`config.mk`:
```
export PLATFORM = sky130hd
export DESIGN_NAME = game_phase_ctrl
export DESIGN_NICKNAME = d
export VERILOG_FILES = /design/src/rtl/game_phase_ctrl.sv
export SDC_FILE = /design/constraint.sdc
export NUM_CORES = 1
export LEC_CHECK = 0
export CAP_MARGIN = 20
export CORE_MARGIN = 5
export CORE_UTILIZATION = 48
export DETAILED_ROUTE_END_ITERATION = 8
export DONT_BUFFER_PORTS = 1
export GPL_TIMING_DRIVEN = 0
export SLEW_MARGIN = 5
export SYNTH_ARGS = -nofsm -noshare
export SYNTH_HDL_FRONTEND = slang
export SYNTH_SLANG_ARGS = --single-unit
```
`constraint.sdc`:
```
create_clock -name clk -period 2.21 [get_ports clk]
set_clock_uncertainty 0.05 [all_clocks]
set_input_delay 0.5525 -clock clk [delete_from_list [all_inputs] [get_ports clk]]
set_output_delay 0.5525 -clock clk [all_outputs]
set_load 0.02 [all_outputs]
```
`src/rtl/game_phase_ctrl.sv`:
```
// Game-phase controller: Enter key synchroniser/debouncer plus START/PLACE/PLAY/OVER
// screen sequencing with active-player tracking for NUM_PLAYERS players.
module game_phase_ctrl #(
    parameter int unsigned NUM_PLAYERS     = 2,
    parameter int unsigned DEBOUNCE_CYCLES = 16,
    localparam int unsigned PW = (NUM_PLAYERS > 1) ? $clog2(NUM_PLAYERS) : 1
) (
    input  logic          clk,
    input  logic          reset,
    input  logic          Enter,
    input  logic          placement_done,
    input  logic          game_over,
    output logic          start,
    output logic [1:0]    screen,
    output logic [PW-1:0] player,
    output logic          enter_pulse
);

    localparam int unsigned CW = (DEBOUNCE_CYCLES > 1) ? $clog2(DEBOUNCE_CYCLES + 1) : 1;
    localparam logic [CW-1:0] DB_LAST = CW'(DEBOUNCE_CYCLES - 1);
    localparam logic [PW-1:0] P_LAST  = PW'(NUM_PLAYERS - 1);

    typedef enum logic [1:0] {
        ST_START = 2'd0,
        ST_PLACE = 2'd1,
        ST_PLAY  = 2'd2,
        ST_OVER  = 2'd3
    } state_t;

    state_t        state;
    logic          sync_1;
    logic          enter_sync;
    logic          enter_stable;
    logic          stable_q;
    logic [CW-1:0] db_cnt;

    // Two-flop synchroniser; resets high so a key held through reset is not a press
    always_ff @(posedge clk or negedge reset) begin
        if (!reset) begin
            sync_1     <= 1'b1;
            enter_sync <= 1'b1;
        end else begin
            sync_1     <= Enter;
            enter_sync <= sync_1;
        end
    end

    // Debouncer: accept a new level only after DEBOUNCE_CYCLES consecutive differing samples
    always_ff @(posedge clk or negedge reset) begin
        if (!reset) begin
            enter_stable <= 1'b1;
            db_cnt       <= '0;
        end else if (enter_sync == enter_stable) begin
            db_cnt <= '0;
        end else if (db_cnt == DB_LAST) begin
            enter_stable <= enter_sync;
            db_cnt       <= '0;
        end else begin
            db_cnt <= db_cnt + CW'(1);
        end
    end

    // One-cycle pulse on the accepted rising edge of Enter
    always_ff @(posedge clk or negedge reset) begin
        if (!reset) begin
            stable_q    <= 1'b1;
            enter_pulse <= 1'b0;
        end else begin
            stable_q    <= enter_stable;
            enter_pulse <= enter_stable & ~stable_q;
        end
    end

    // Phase FSM with registered start flag and active-player index
    always_ff @(posedge clk or negedge reset) begin
        if (!reset) begin
            state  <= ST_START;
            start  <= 1'b1;
            player <= '0;
        end else begin
            case (state)
                ST_START: begin
                    if (enter_pulse) begin
                        state  <= ST_PLACE;
                        start  <= 1'b0;
                        player <= '0;
                    end
                end
                ST_PLACE: begin
                    if (enter_pulse && placement_done) begin
                        if (player == P_LAST) begin
                            state  <= ST_PLAY;
                            player <= '0;
                        end else begin
                            player <= player + PW'(1);
                        end
                    end
                end
                ST_PLAY: begin
                    // game_over wins over a coincident press; player names the winner
                    if (game_over) begin
                        state <= ST_OVER;
                    end else if (enter_pulse) begin
                        player <= (player == P_LAST) ? '0 : player + PW'(1);
                    end
                end
                ST_OVER: begin
                    if (enter_pulse) begin
                        state  <= ST_START;
                        start  <= 1'b1;
                        player <= '0;
                    end
                end
            endcase
        end
    end

    assign screen = state;

endmodule

```
# Word level (Yosys, flattened, before mapping)
# Cells that the tools add are included.
# word_totals
reg_bits,14
input_bits,5
out_inout_bits,5
elab_cells,51
# op_classes
add_sub_neg,2
n_eq_ne,13
mux,16
bitwise,3
reduce_logical,8
# ops
op,count
$ne 2x2->1 const B,7
$mux 2,5
$mux 5,2
$pmux 2 s4,1
$mux 1,6
$add 5x1->5 const B,1
$eq 5x4->1 const B,1
$reduce_and 5->1,1
$eq 2x2->1 const B,2
$reduce_and 4->1,1
$pmux 1 s3,1
$reduce_and 3->1,1
$eq 2x1->1 const B,1
$logic_not 2->1,1
$ne 2x1->1 const B,1
$not 1->1,2
$pmux 1 s2,1
$reduce_and 2->1,1
$reduce_bool 2->1,1
$reduce_or 2->1,1
$add 1x1->1 const B,1
$and 1x1->1,1
$eq 1x1->1,1
$logic_and 1x1->1,1

# Longest topological paths before layout
# Gate-level depths: netlist of run 1.
# logic_depth
ltp_word,5
depth_mapped,5
mapped_depth_nobuf,5

# Worst setup path after synthesis of run 1
# OpenSTA, ideal clock, no wires.
# synth_timing
path_type,register -> register
startpoint,register state[0] (netlist: screen[0])
endpoint,register state[1] (netlist: screen[1])
setup_time_ns,0.125
arrival_time_ns,1.476
t_required_ns,2.035
setup_slack_ns,0.559
path_stages_with_launch,6
path_buffers,0
period_less_slack_ns,1.651
path_cell_list,dfrtp_1 -> inv_1 -> ha_1 -> nor3_2 -> o221ai_2 -> mux2_4
# synth_between
elab_chain_len,3
word_cells_on_any_way,11
cone_classes,eq/ne (8); mux (1); reduce/logical (2)
# synth_rtl
element,line,source
start: declaration,30,state_t state;
start signal: assignment,77,state <= ST_START;
start signal: assignment,84,state <= ST_PLACE;
start signal: assignment,92,state <= ST_PLAY;
$eq 2x1->1 (tied with other cells),81,case (state)
$ne 2x2->1 (no line),-,
$reduce_and 5->1 (no line),-,
# Parallel ways exist; a longest one is shown, timed or not.
# A chain may end at the register's enable or synchronous reset.

# Final worst setup path of run 1
# Same ends and word-level chain as after synthesis.

==> results of run 1 <==
## repair_timing
| action | CTS | global route |
|---|---|---|
| hold buffers | 1 | 0 |
| setup endpoints to repair | 0 | 0 |
| hold endpoints to repair | 9 | 0 |
## per-stage QoR
stage | utilization | worst slack, ps | power (mW) | area [um^2]
floorplan | - | 559.1 | 0.2820 | 671.9
global placement | 0.5242 | 491.4 | 0.2834 | 690.7
detailed placement | 0.5242 | 434.1 | 0.2849 | 690.7
CTS | 0.5594 | 412.2 | 0.4716 | 737.0
global route | 0.5594 | 353.3 | 0.4877 | 737.0
finish | 0.5594 | 419.3 | 0.4630 | 737.0
## worst max path at each step
stage	end	start	slack [ps]	cells past startpoint
finish	screen[1]	screen[0]	420	5
CTS	screen[1]	screen[0]	410	5
floorplan	screen[1]	screen[0]	560	5
detailed placement	screen[1]	screen[0]	430	5
global placement	screen[1]	screen[0]	490	5
global route	screen[1]	screen[0]	350	5
## flip-flops by register name (all words and copies together), names as in the netlist
register,cells
db_cnt,5
enter_pulse,1
enter_stable,1
enter_sync,1
player,1
screen,2
stable_q,1
start,1
sync_1,1
## placed cells by master (no fill, tap or decap)
cell / synthesis / layout
dfstp_2: 5 / 5
a21boi_0: 1 / 1
o211ai_1: 1 / 1
a22o_1: 1 / 1
a32o_1: 1 / 1
o221ai_2: 1 / 1
o221ai_1: 1 / 1
xor2_1: 3 / 3
a21bo_2: 1 / 1
dlygate4sd3_1: 0 / 1
o21ai_0: 1 / 1
and3_1: 1 / 1
clkbuf_4: 0 / 3
dfrtp_1: 9 / 9
nor2_1: 5 / 5
inv_1: 4 / 4
clkbuf_8: 0 / 1
nand2b_1: 2 / 2
mux2_2: 1 / 1
nor3_2: 1 / 1
ha_1: 6 / 6
nand2_1: 3 / 3
nand3_1: 2 / 2
nor2b_1: 4 / 4
and2_1: 1 / 1
mux2_4: 1 / 1
## area by class of cell
class	count	area (um^2)	area share
sequential	14	356.6	0.4839
inverter	4	15.01	0.02037
multi-input combinational	38	300.3	0.4075
clock buffer	4	36.28	0.04924
timing repair buffer	1	10.01	0.01358
tap	15	18.77	0.02547
## metal layers
metal  vias to the layer above  GRT usage  share of wire
met5                         -          0              0
met3                         2    0.06015          0.094
met1                       206     0.1143           0.40
met4                         0    0.06630         0.0055
li1                        197          -              -
met2                        12     0.2112           0.50
## power by group through the flow
stage          Combinational, mW  Sequential (mW)  Clock (mW)
6_report                  0.0151            0.269       0.178
5_1_grt                   0.0185            0.270       0.199
4_1_cts                   0.0156            0.270       0.186
3_5_place_dp              0.0107            0.274           0
3_3_place_gp              0.0100            0.273           0
2_1_floorplan            0.00919            0.273           0
## worst max-delay path, delay by kind of cell, from the launching register on
family	cells	cell delay (ps)
simple gates	1	240
fa+ha+maj	1	250
flops	1	510
compound gates	1	160
buf+inv	1	150
mux	1	320
## logic make-up (layout without fill, tap and decap cells)
group	Yosys count	in the layout	share of synthesized area
fa+ha+maj	6	6	0.1117
mux	2	2	0.03910
xor+xnor	3	3	0.03911
compound gates	8	8	0.1080
buf+inv	4	9	0.02234
simple gates	19	19	0.1490
flops	14	14	0.5307
==> run summary, run 1 <==
Fmax: 558.5 MHz
IO Pins: 10
Register area share after synthesis: 0.5307
Slowest cell on the critical path: dfrtp_1
Pint: 0.3710 mW
Die area: 2248 um^2
RR Endpoint: screen[1]
Number of global-route vias before repair: 442
Power Density: 628.2 nW/um^2
Synthesized cell area: 671.9 um^2
Root Driver: clkbuf_4
Top-count cell post-synth: dfrtp_1
Critical-path maximum fanout: 4
Clock Tree Buf Depth: 2
Net Switching: 0.09194 mW
Tot GR Track Use: 0.1210
Hold slack final: 66.36 ps
DRT antenna net count: 0
Post-synth EDFFs: 0
Antenna Cells: 0
Largest net degree at the start of global routing: 10
Placed Cells: 71
Fin. max-slew vios: 0
Max rail drop VDD: 0.0004262 V
Post-synth cell types: 23
LEAKAGE: 0.3595 nW
Net Count, Synth: 67
Tcrit/Tclk final: 0.8103
Synth area leader: dfrtp_1
Max-cap violation count: 0
Clock slew at reported path FFs: 80 ps
Clock sinks: 14
Share of the synthesized area in the top cell type: 0.3352
Post-CTS Resized: 0
RD Place Congestion: 0.8016
Synth async-reset ratio: 1.000
Drc violations: 0
Crit path DAT: 1910 ps
Vias per cell: 5.487
Worst endpoint required time: 2330 ps
RSZ-0062 raised after global routing: false
Share of cells above drive strength 1: 0.2295
Logic gate share of total power: 0.033
CTS buffer count: 3
Port buffer count: 0
Crit-path cells: inv_1 -> ha_1 -> nor3_2 -> o221ai_2 -> mux2_4
Clock share of power: 0.385
Syn-to-layout area delta: 9.684%
Post-Route WL: 1084 um
Critical path endpoint category: register
H-tree Lvls: 1
Post-Syn Instances: 56
Core ar.: 1318 um^2
Most used DFF post-synth: dfrtp_1
Die width: 47.42 um
Startpoint Class: register
Total gr overflow: 0
Vias: 417
Syn. warnings: 0
Most instantiated cells after synthesis: dfrtp_1, ha_1, dfstp_2, nor2_1
Period minus WS final: 1791 ps
Fill count: 113
CTS tree: yes
Postcts setup bufs: 0
Worst R2R Setup Slack: 420 ps
Min-delay worst type: input port to async pin
Drt wl/cell: 14.26 um
Synth area leaders: dfrtp_1, dfstp_2, ha_1
Clock latency at the later pin of the worst-skew pair: 270 ps
Pre-antenna DRT Iters: 2
Switch share: 0.1986
Register-to-Register Path Depth: 5
Avg Inst Size Synth: 12.00 um^2
Endpoints failing hold: 0
Measured slew at the worst slew-check pin: 411.8 ps
Kind of critical path: register to register
Initial DRC count: 5
Synthesis-stage register bit count: 14
Post-Layout Cell Count: 76
Nets: 73
Final HPWL DP: 815 um
Initial antenna violation count: 0
Setup-failing EPs final: 0
FF-to-FF Start: screen[0]
Status: complete, no violations
Setup_tns: 0 ps
First-pass GRT wire length: 1759 um
CP max stage delay: 510 ps
Initial Utilization: 0.5100
Reg power frac: 0.582
Die Span Y: 47.42 um
Max_slew headroom: 0.7246
FP Rows: 13
Note: power is estimated with default switching activity, not from simulation.
==> run 2, diff against run 1 <==
- clock period: 2.21 -> 1.65 ns (I/O delays scaled with it)
==> run 2 against run 1 <==
  * Worst hold slack better by 13 ps
  * Routed wire length up 2.0%
  * Largest cell class unchanged
  * Sequential share of layout area down 1.8 points
  * Sequential power up 34%
  * Clock-buffer cell count unchanged
==> run summary, run 2 (same netlist as run 1, synthesis figures left out) <==
Status: complete, no violations (unchanged)
Die Span Y: 47.42 um (unchanged)
CP max stage delay: 490 ps (was 510 ps)
Family with the most delay on the worst path: flip-flops (unchanged)
Fill count: 101 (was 113)
RSZ-0062 raised after global routing: true (was false)
Kind of critical path: register to register (unchanged)
CP Depth: 5 (unchanged)
Number of global-route vias before repair: 460 (was 442)
Setup-failing EPs final: 0 (unchanged)
Post-Route WL: 1106 um (was 1084 um)
Critical path endpoint category: register (unchanged)
Final core occ: 0.5850 (was 0.5594)
Initial antenna violation count: 0 (unchanged)
Critical-path maximum fanout: 4 (unchanged)
Root Driver: clkbuf_4 (unchanged)
Die area: 2248 um^2 (unchanged)
Clock latency at the later pin of the worst-skew pair: 270 ps (about the same)
Vias: 435 (was 417)
Most flop-heavy register: db_cnt (unchanged)
CTS tree: yes (unchanged)
Most frequent cells in the layout: dfrtp_1, nor2_1, dfstp_2 (was dfrtp_1, ha_1, nor2_1, dfstp_2)
Total gr overflow: 0 (unchanged)
Syn-to-layout area delta: 14.71% (was 9.684%)
FF-to-FF Start: screen[0] (unchanged)
Initial Utilization: 0.5100 (unchanged)
LEAKAGE: 0.3573 nW (was 0.3595 nW)
RD Place Congestion: 0.7879 (was 0.8016)
Port buffer count: 0 (unchanged)
Max reg flops: 5 (unchanged)
Measured slew at the worst slew-check pin: 601.3 ps (was 411.8 ps)
Drc violations: 0 (unchanged)
Max rail drop VDD: 0.0005604 V (was 0.0004262 V)
Pre-antenna DRT Iters: 4 (was 2)
First-pass GRT wire length: 1814 um (was 1759 um)
Tot GR Track Use: 0.1178 (was 0.1210)
Core ar.: 1318 um^2 (unchanged)
Power Density: 803.7 nW/um^2 (was 628.2 nW/um^2)
Hold-critical path depth: 0
Worst Path Buf+Inv: 1 (unchanged)
Nets: 74 (was 73)
IO Pins: 10 (unchanged)
Worst endpoint required time: 1760 ps (was 2330 ps)
Fmax: 621.7 MHz (was 558.5 MHz)
Min-delay worst type: input port to register (was input port to async pin)
Antenna Cells: 0 (unchanged)
Post-Place Setup Slack: -107.4 ps (was 434.1 ps)
Vias per cell: 5.649 (was 5.487)
Crit path DAT: 1720 ps (was 1910 ps)
Drt wl/cell: 14.36 um (was 14.26 um)
Die width: 47.42 um (unchanged)
Most common cell after layout, fill and taps aside: dfrtp_1 (unchanged)
Final HPWL DP: 811.8 um (was 815 um)
Largest net degree at the start of global routing: 15 (was 10)
Tcrit/Tclk final: 0.9749 (was 0.8103)
Max_slew headroom: 0.5978 (was 0.7246)
Period minus WS final: 1609 ps (was 1791 ps)
CTS buffer count: 3 (unchanged)
Clock slew at reported path FFs: 80 ps (about the same)
Endpoints failing hold: 0 (unchanged)
Worst setup margin: 41.44 ps (was 419.3 ps)
Register-to-Register Path Depth: 5 (unchanged)
Crit-path cells: inv_2 -> ha_2 -> nor3_4 -> o221ai_2 -> mux2_4 (was inv_1 -> ha_1 -> nor3_2 -> o221ai_2 -> mux2_4)
FP Rows: 13 (unchanged)
Slowest cell on the critical path: dfrtp_2 (was dfrtp_1)
Initial DRC count: 4 (was 5)
Max-cap violation count: 0 (unchanged)
Crit path from: screen[0] (unchanged)
H-tree Lvls: 1 (unchanged)
Clock sinks: 14 (unchanged)
Setup_tns: 0 ps (unchanged)
Clock Tree Buf Depth: 2 (unchanged)
Share of cells above drive strength 1: 0.3548 (was 0.2295)
DRT antenna net count: 0 (unchanged)
Worst Hold Launch: Enter
Startpoint Class: register (unchanged)
Fin. max-slew vios: 0 (unchanged)
[run 2: changes by cell type in the layout (fill, tap and decap cells not counted), moves of 2 or more]
cell | previous run | this run
ha_1 | 6 | 4
inv_1 | 4 | 2
inv_2 | 0 | 2
dfrtp_2 | 0 | 2
dfrtp_1 | 9 | 7
[run 2: layer usage]
metal  global-route usage  wire length [um]
met2               0.2086               530
met5                    0                 0
met4              0.06630                 4
met1               0.1283               474
met3              0.02632                98
[run 2: path summary, 6_finish.rpt]
kind,end,slack (ps)
max in group asynchronous,screen[0],590
min reg2reg,enter_sync,310
min in group asynchronous,db_cnt[2],530
max reg2reg,screen[1],40
max,screen[1],40
min,sync_1,80
[run 2: metrics by stage]
| step | cells | power, mW | instance area (um^2) | hold WS [ps] |
|---|---|---|---|---|
| after floorplan | 56 | 0.3777 | 673.1 | 66.91 |
| after global placement | 71 | 0.3796 | 691.9 | 67.40 |
| after detailed placement | 71 | 0.3817 | 691.9 | 67.41 |
| after CTS | 77 | 0.6276 | 759.5 | 72.99 |
| after global routing | 77 | 0.6493 | 770.7 | 62.19 |
| final | 77 | 0.6195 | 770.7 | 79.46 |
[run 2: worst register-to-register path, cell delays in order (launching register included)]
cell	delay (ps)
dfrtp_2	490
inv_2	90
ha_2	210
nor3_4	210
o221ai_2	130
mux2_4	320
[run 2: final cells by class]
cell class	count	area [um^2]	share of cell area
multi-input combinational	38	324.1	0.4205
inverter	4	15.01	0.01948
timing repair buffer	2	17.52	0.02273
clock buffer	4	36.28	0.04708
sequential	14	359.1	0.4659
tap	15	18.77	0.02435
[run 2: power breakdown]
part           internal (mW)  switching (mW)  leakage [nW]
Sequential             0.354         0.00689         0.168
Clock                  0.134           0.102        0.0210
Combinational        0.00873          0.0134         0.168
Total                  0.497           0.123         0.357
[run 2: repair_timing]
action                     4_1_cts  5_1_grt
hold endpoints to repair        14        0
gates resized for setup          4        4
pin swaps                        1        2
hold buffers                     1        0
setup endpoints to repair        2        2
setup buffers                    1        0
